[src/rtl/upc_seq_pkg.sv]
// Shared opcode encoding and default sizes for the micro-sequencer program counter.
package upc_seq_pkg;

    typedef enum logic [2:0] {
        OP_INC  = 3'd0,
        OP_JMP  = 3'd1,
        OP_BRT  = 3'd2,
        OP_BRF  = 3'd3,
        OP_CALL = 3'd4,
        OP_RET  = 3'd5,
        OP_HOLD = 3'd6,
        OP_RSVD = 3'd7
    } upc_op_e;

    localparam int UPC_AW_DEF = 5;
    localparam int UPC_SD_DEF = 4;

endpackage

[src/rtl/upc_seq_if.sv]
// Decoder <-> sequencer connection: opcode/condition/target in, micro-PC and stack status out.
interface upc_seq_if
    import upc_seq_pkg::*;
#(
    parameter int AW = UPC_AW_DEF,
    parameter int DW = $clog2(UPC_SD_DEF + 1)
);
    logic          en;
    upc_op_e       op;
    logic          cond;
    logic [AW-1:0] target;
    logic          err_clr;
    logic [AW-1:0] upc;
    logic [DW-1:0] depth;
    logic          stk_full;
    logic          stk_empty;
    logic          err_ovf;
    logic          err_unf;

    // Decoder side: issues commands, observes the sequencer.
    modport master (
        output en, op, cond, target, err_clr,
        input  upc, depth, stk_full, stk_empty, err_ovf, err_unf
    );

    // Sequencer side.
    modport slave (
        input  en, op, cond, target, err_clr,
        output upc, depth, stk_full, stk_empty, err_ovf, err_unf
    );
endinterface

[src/rtl/upc_stack.sv]
// LIFO return-address stack. Only the occupancy pointer is reset; entries are
// written on push and are meaningless until then. dout shows the top entry.
module upc_stack #(
    parameter int W     = 5,
    parameter int DEPTH = 4,
    localparam int DW   = $clog2(DEPTH + 1),
    localparam int IW   = (DEPTH > 1) ? $clog2(DEPTH) : 1
) (
    input  logic          clk,
    input  logic          reset,
    input  logic          push,
    input  logic          pop,
    input  logic [W-1:0]  din,
    output logic [W-1:0]  dout,
    output logic [DW-1:0] depth,
    output logic          full,
    output logic          empty
);
    logic [W-1:0]  mem [DEPTH];
    logic [DW-1:0] depth_q;
    logic [DW-1:0] top_idx;

    assign full    = (depth_q == DW'(DEPTH));
    assign empty   = (depth_q == '0);
    assign depth   = depth_q;
    assign top_idx = depth_q - 1'b1;
    assign dout    = empty ? '0 : mem[top_idx[IW-1:0]];

    // Occupancy pointer: push grows, pop shrinks, ignored at the respective limit.
    always_ff @(posedge clk or posedge reset) begin
        if (reset) begin
            depth_q <= '0;
        end else if (push && !full) begin
            depth_q <= depth_q + 1'b1;
        end else if (pop && !empty) begin
            depth_q <= depth_q - 1'b1;
        end
    end

    // Entry storage: write the new return address into the first free slot.
    always_ff @(posedge clk) begin
        if (push && !full) begin
            mem[depth_q[IW-1:0]] <= din;
        end
    end
endmodule

[src/rtl/upc_seq.sv]
// Micro-sequencer program counter: selects the next micro-address from the
// opcode, keeps call return addresses on a LIFO, and latches sticky stack errors.
module upc_seq
    import upc_seq_pkg::*;
#(
    parameter int            AW          = UPC_AW_DEF,
    parameter int            STACK_DEPTH = UPC_SD_DEF,
    parameter logic [AW-1:0] RESET_ADDR  = '0
) (
    input logic       clk,
    input logic       reset,
    upc_seq_if.slave  bus
);
    localparam int DW = $clog2(STACK_DEPTH + 1);

    logic [AW-1:0] upc_q;
    logic [AW-1:0] next_upc;
    logic [AW-1:0] inc_addr;
    logic [AW-1:0] stk_dout;
    logic [DW-1:0] stk_depth;
    logic          stk_full;
    logic          stk_empty;
    logic          push;
    logic          pop;
    logic          set_ovf;
    logic          set_unf;
    logic          err_ovf_q;
    logic          err_unf_q;

    // Natural wrap at 2**AW is intended; no flag on wrap.
    assign inc_addr = upc_q + 1'b1;

    upc_stack #(.W(AW), .DEPTH(STACK_DEPTH)) u_stack (
        .clk   (clk),
        .reset (reset),
        .push  (push),
        .pop   (pop),
        .din   (inc_addr),
        .dout  (stk_dout),
        .depth (stk_depth),
        .full  (stk_full),
        .empty (stk_empty)
    );

    // Next-address select; a stall holds everything and raises no error.
    always_comb begin
        next_upc = upc_q;
        push     = 1'b0;
        pop      = 1'b0;
        set_ovf  = 1'b0;
        set_unf  = 1'b0;
        if (bus.en) begin
            case (bus.op)
                OP_INC:  next_upc = inc_addr;
                OP_JMP:  next_upc = bus.target;
                OP_BRT:  next_upc = bus.cond ? bus.target : inc_addr;
                OP_BRF:  next_upc = bus.cond ? inc_addr : bus.target;
                OP_CALL: begin
                    if (!stk_full) begin
                        push     = 1'b1;
                        next_upc = bus.target;
                    end else begin
                        next_upc = inc_addr;
                        set_ovf  = 1'b1;
                    end
                end
                OP_RET: begin
                    if (!stk_empty) begin
                        pop      = 1'b1;
                        next_upc = stk_dout;
                    end else begin
                        next_upc = inc_addr;
                        set_unf  = 1'b1;
                    end
                end
                default: next_upc = upc_q;
            endcase
        end
    end

    // Micro-PC register and sticky error flags; a new error wins over a clear.
    always_ff @(posedge clk or posedge reset) begin
        if (reset) begin
            upc_q     <= RESET_ADDR;
            err_ovf_q <= 1'b0;
            err_unf_q <= 1'b0;
        end else begin
            upc_q     <= next_upc;
            err_ovf_q <= set_ovf | (err_ovf_q & ~bus.err_clr);
            err_unf_q <= set_unf | (err_unf_q & ~bus.err_clr);
        end
    end

    assign bus.upc       = upc_q;
    assign bus.depth     = stk_depth;
    assign bus.stk_full  = stk_full;
    assign bus.stk_empty = stk_empty;
    assign bus.err_ovf   = err_ovf_q;
    assign bus.err_unf   = err_unf_q;
endmodule

[src/flat_wrapper.sv]
// flat-port wrapper written by rule: the top's interface ports become plain ports
module upc_seq_flat import upc_seq_pkg::*;
#(
    parameter int            AW          = UPC_AW_DEF,
    parameter int            STACK_DEPTH = UPC_SD_DEF,
    parameter logic [AW-1:0] RESET_ADDR  = '0
)
  (clk, reset, bus_en, bus_op, bus_cond, bus_target, bus_err_clr, bus_upc, bus_depth, bus_stk_full, bus_stk_empty, bus_err_ovf, bus_err_unf);
  upc_seq_if #(.AW(AW), .DW(($clog2((4) + 1)))) bus_i ();
  input logic clk;
  input logic reset;
  input wire logic [$bits(bus_i.en)-1:0] bus_en;
  input wire logic [$bits(bus_i.op)-1:0] bus_op;
  input wire logic [$bits(bus_i.cond)-1:0] bus_cond;
  input wire logic [$bits(bus_i.target)-1:0] bus_target;
  input wire logic [$bits(bus_i.err_clr)-1:0] bus_err_clr;
  output wire logic [$bits(bus_i.upc)-1:0] bus_upc;
  output wire logic [$bits(bus_i.depth)-1:0] bus_depth;
  output wire logic [$bits(bus_i.stk_full)-1:0] bus_stk_full;
  output wire logic [$bits(bus_i.stk_empty)-1:0] bus_stk_empty;
  output wire logic [$bits(bus_i.err_ovf)-1:0] bus_err_ovf;
  output wire logic [$bits(bus_i.err_unf)-1:0] bus_err_unf;
  assign bus_i.en = bus_en;
  assign bus_i.op = bus_op;
  assign bus_i.cond = bus_cond;
  assign bus_i.target = bus_target;
  assign bus_i.err_clr = bus_err_clr;
  assign bus_upc = bus_i.upc;
  assign bus_depth = bus_i.depth;
  assign bus_stk_full = bus_i.stk_full;
  assign bus_stk_empty = bus_i.stk_empty;
  assign bus_err_ovf = bus_i.err_ovf;
  assign bus_err_unf = bus_i.err_unf;
  upc_seq #(.AW(AW), .STACK_DEPTH(STACK_DEPTH), .RESET_ADDR(RESET_ADDR)) u_core (.clk(clk), .reset(reset), .bus(bus_i));
endmodule
[config.mk]
export PLATFORM = sky130hd
export DESIGN_NAME = upc_seq_flat
export DESIGN_NICKNAME = d
export VERILOG_FILES = /design/src/rtl/upc_seq_pkg.sv /design/src/rtl/upc_seq_if.sv /design/src/rtl/upc_stack.sv /design/src/rtl/upc_seq.sv /design/src/flat_wrapper.sv
export SDC_FILE = /design/constraint.sdc
export NUM_CORES = 1
export LEC_CHECK = 0
export ABC_AREA = 1
export CORE_MARGIN = 2
export CORE_UTILIZATION = 50
export DETAILED_ROUTE_END_ITERATION = 7
export PLACE_DENSITY = 0.76
export SYNTH_ARGS = -nofsm -noshare
export SYNTH_HDL_FRONTEND = slang
export SYNTH_HIERARCHICAL = 1
export SYNTH_SLANG_ARGS = --single-unit
[constraint.sdc]
create_clock -name clk -period 1.8 [get_ports clk]
set_input_delay 0.45 -clock clk [delete_from_list [all_inputs] [get_ports clk]]
set_output_delay 0.45 -clock clk [all_outputs]
set_load 0.02 [all_outputs]
==> summary.txt <==
Outcome
  • Status: complete, no violations

Die
  • Cell Rows: 22
  • Initial core utilization: 52.8%
  • Core ar.: 3740 um^2
  • Die height: 66.9 um
  • I/O pin count: 25
  • DIE AREA: 4480 um^2
  • Die width: 66.9 um

Power and ir drop
  • Leak Pwr: 1.29 nW
  • Cell area power density: 1350 nW/um^2
  • Max rail drop VDD: 648 uV
  • Total power: 3.53 mW

Synth
  • Ys async rst share: 33.3%
  • Netlist cell types: 30
  • Area leader, netlist: edfxtp_1
  • Most frequent cell after synthesis: nand2_1
  • Top FF cell, synth: edfxtp_1
  • Top cell type's share of synthesized area: 30.4%
  • Mapped Area: 1980 um^2
  • Syn Area/Cell: 7.73 um^2
  • Synth warnings: 6
  • Register area share after synthesis: 43.0%
  • Synth Instances: 256
  • Mapped Nets: 276
  • FF+latch count, synth: 30
  • Top cells by count, synth: nand2_1, inv_1, nand3_1, edfxtp_1, nor2_1
  • Post-synth EDFFs: 20
  • Synth top area cells: edfxtp_1, nand2_1, dfrtp_1, inv_1, nand3_1

Worst setup path
  • Worst path top cell family by delay: buffers and inverters
  • Cell depth of the worst setup path: 1
  • CP bufs+invs: 1
  • R2R depth: 14
  • Critical Path RT: 1.35 ns
  • Critical path cell sequence: clkdlybuf4s50_1
  • CP max stage delay: 0.62 ns
  • Kind of critical path: reg -> out
  • Worst setup SP type: register
  • CP max FO: 4
  • Worst Path Arrival: 1.30 ns
  • CP Capture Type: output pin
  • Crit-path slowest cell: clkdlybuf4s50_1

Global routing
  • First-pass GRT wire length: 6890 um
  • Antenna violations before repair: 0
  • Vias in the first global route: 1561
  • Grt ovf: 0
  • Largest net degree at the start of global routing: 15
  • GR Util All Layers: 21.1%

Min path
  • Hold/Removal Path Class: in -> async

Detailed routing
  • # DRC: 0
  • Vias: 1736
  • Via-to-Cell Ratio: 4.90
  • WL final: 4370 um
  • Drt wl/cell: 12.3 um
  • Detail Route Antenna Nets: 0
  • First DRT Iteration DRCs: 62
  • DRT Pass-1 Iters: 4

Layout
  • Layout cells sized above 1: 23.9%
  • Layout fillers: 308
  • Nets@finish: 325
  • Number of diodes: 0
  • Design Area, Final: 2610 um^2
  • Area growth syn-to-layout: 32.1%

Timing
  • Max_slew headroom: 68.6%
  • Final Hold Vio Count: 0
  • Setup Viol. Count Final: 0
  • Clock skew: 0.00139 ns
  • Measured slew at the worst slew-check pin: 0.468 ns
  • Final Cycle Share: 97.0%
  • Max-slew violation count: 0
  • Shortest period the worst path allows: 1.75 ns
  • RSZ-0062 raised after global routing: true
  • Fmax: 573 MHz

Placed design
  • GP Congestion: 0.946
  • Cell Area, Placed: 2470 um^2
  • I/O Buffers: 24
  • Dpl hpwl: 3310 um

Clock tree
  • Clock sink count: 30
  • Clk_lat worst skew: 0.27 ns
  • Maximum root-to-sink buffer count: 2
  • Clock tree root buffer cell: clkbuf_8
  • Clk pin slew, worst setup/hold paths: 0.06 ns
  • TritonCTS clock tree: yes
  • H-tree Lvls: 2
  • Total CTS buffers: 5

Run
  • Maxcap violations: 0
==> where the power goes <==
part	internal (mW)	switching, mW
Sequential	0.893	0.0666
Combinational	0.859	1.20
Clock	0.264	0.249
==> layer usage <==
metal  global-route usage [%]  vias up  wire length, um
li1                         -      892                -
met1                     26.0      780             1950
met2                     35.5       54             2150
met3                     3.21       10              176
met4                     10.7        0               94
met5                        0        -                0
==> stage by stage <==
| stage | setup TNS [ns] | hold slack [ns] | std cells | setup WS, ns | utilization (%) |
|---|---|---|---|---|---|
| 6_report | 0 | 0.367 | 354 | 0.0548 | 69.8 |
| 5_1_grt | -0.0375 | 0.378 | 354 | -0.0279 | 69.8 |
| 4_1_cts | 0 | 0.360 | 353 | 0.00884 | 68.2 |
| 3_5_place_dp | -3.58 | 0.521 | 346 | -0.146 | 66.1 |
| 3_3_place_gp | -3.11 | 0.517 | 346 | -0.137 | 66.1 |
| 2_1_floorplan | 0 | 0.204 | 256 | 0.00242 | - |
==> layout by cell type (no fill, tap or decap), types with 2 or more instances in the layout <==
| master | netlist | layout |
|---|---|---|
| nand2_1 | 75 | 74 |
| inv_1 | 47 | 42 |
| buf_4 | 1 | 22 |
| nand3_1 | 22 | 20 |
| edfxtp_1 | 20 | 20 |
| clkdlybuf4s50_1 | 0 | 14 |
| nor2_1 | 20 | 14 |
| a21oi_1 | 13 | 11 |
| inv_2 | 5 | 8 |
| dfrtp_1 | 10 | 8 |
| nor2_4 | 1 | 6 |
| clkbuf_8 | 0 | 5 |
| dlymetal6s2s_1 | 0 | 5 |
| o21ai_0 | 6 | 5 |
| a21oi_2 | 2 | 4 |
| ha_1 | 7 | 4 |
| dlygate4sd2_1 | 0 | 3 |
| inv_6 | 2 | 3 |
| nand3_2 | 2 | 3 |
| nand2_4 | 2 | 3 |
| ha_4 | 0 | 3 |
| buf_2 | 1 | 2 |
| inv_4 | 1 | 2 |
| o21ai_1 | 1 | 2 |
| nand4_1 | 2 | 2 |
| xor2_1 | 2 | 2 |
| xnor2_1 | 2 | 2 |
| o22ai_1 | 2 | 2 |
| buf_6 | 4 | 2 |
| dfrtp_2 | 0 | 2 |
==> what timing repair did <==
item | in CTS | in global routing
hold buffers | 0 | 0
setup endpoints to repair | 27 | 9
pin swaps | 5 | 6
gates cloned | 0 | 0
buffers inserted | 0 | 1
gates resized for setup | 15 | 17
==> final timing paths <==
| kind | startpoint | end | slack (ns) |
|---|---|---|---|
| max in group asynchronous | reset | u_core/bus.upc[0]$_DFFE_PP0P_ | 1.10 |
| setup reg to reg | u_core/u_stack/depth[1]$_DFFE_PP0P_ | u_core/bus.upc[0]$_DFFE_PP0P_ | 0.09 |
| min in group clk | u_core/bus.err_unf$_DFF_PP0_ | u_core/bus.err_unf$_DFF_PP0_ | 0.53 |
| setup / recovery | u_core/bus.upc[1]$_DFFE_PP0P_ | bus_upc[1] | 0.05 |
| hold reg to reg | u_core/bus.err_unf$_DFF_PP0_ | u_core/bus.err_unf$_DFF_PP0_ | 0.53 |
| hold / removal | reset | u_core/u_stack/depth[2]$_DFFE_PP0P_ | 0.37 |
==> state kept, by name (all words and copies together), names as in the netlist <==
name                  cells
u_core/u_stack/depth      3
u_core/bus.err_unf        1
u_core/bus.upc            5
u_core/u_stack/mem       20
u_core/bus.err_ovf        1
==> kinds of logic after synthesis <==
group                      count (synthesis)  synth area share [%]
adders and majority gates                  7                  4.43
and+or+nand+nor                          129                  29.9
xor gates and xnor gates                   4                  1.77
buffers and inverters                     61                  14.0
AOI/OAI and AO/OA                         25                  6.96
DFF                                       30                  43.0
==> layout make-up <==
cell class	instances	area, um^2	area share, %
clock buffer	5	68.8	2.63
clock inverter	3	16.3	0.623
inverter	55	226	8.67
multi-input combinational	165	961	36.8
sequential	30	853	32.7
tap	48	60.1	2.30
timing repair buffer	48	427	16.3
No activity file was read; power rests on OpenSTA's default activity.
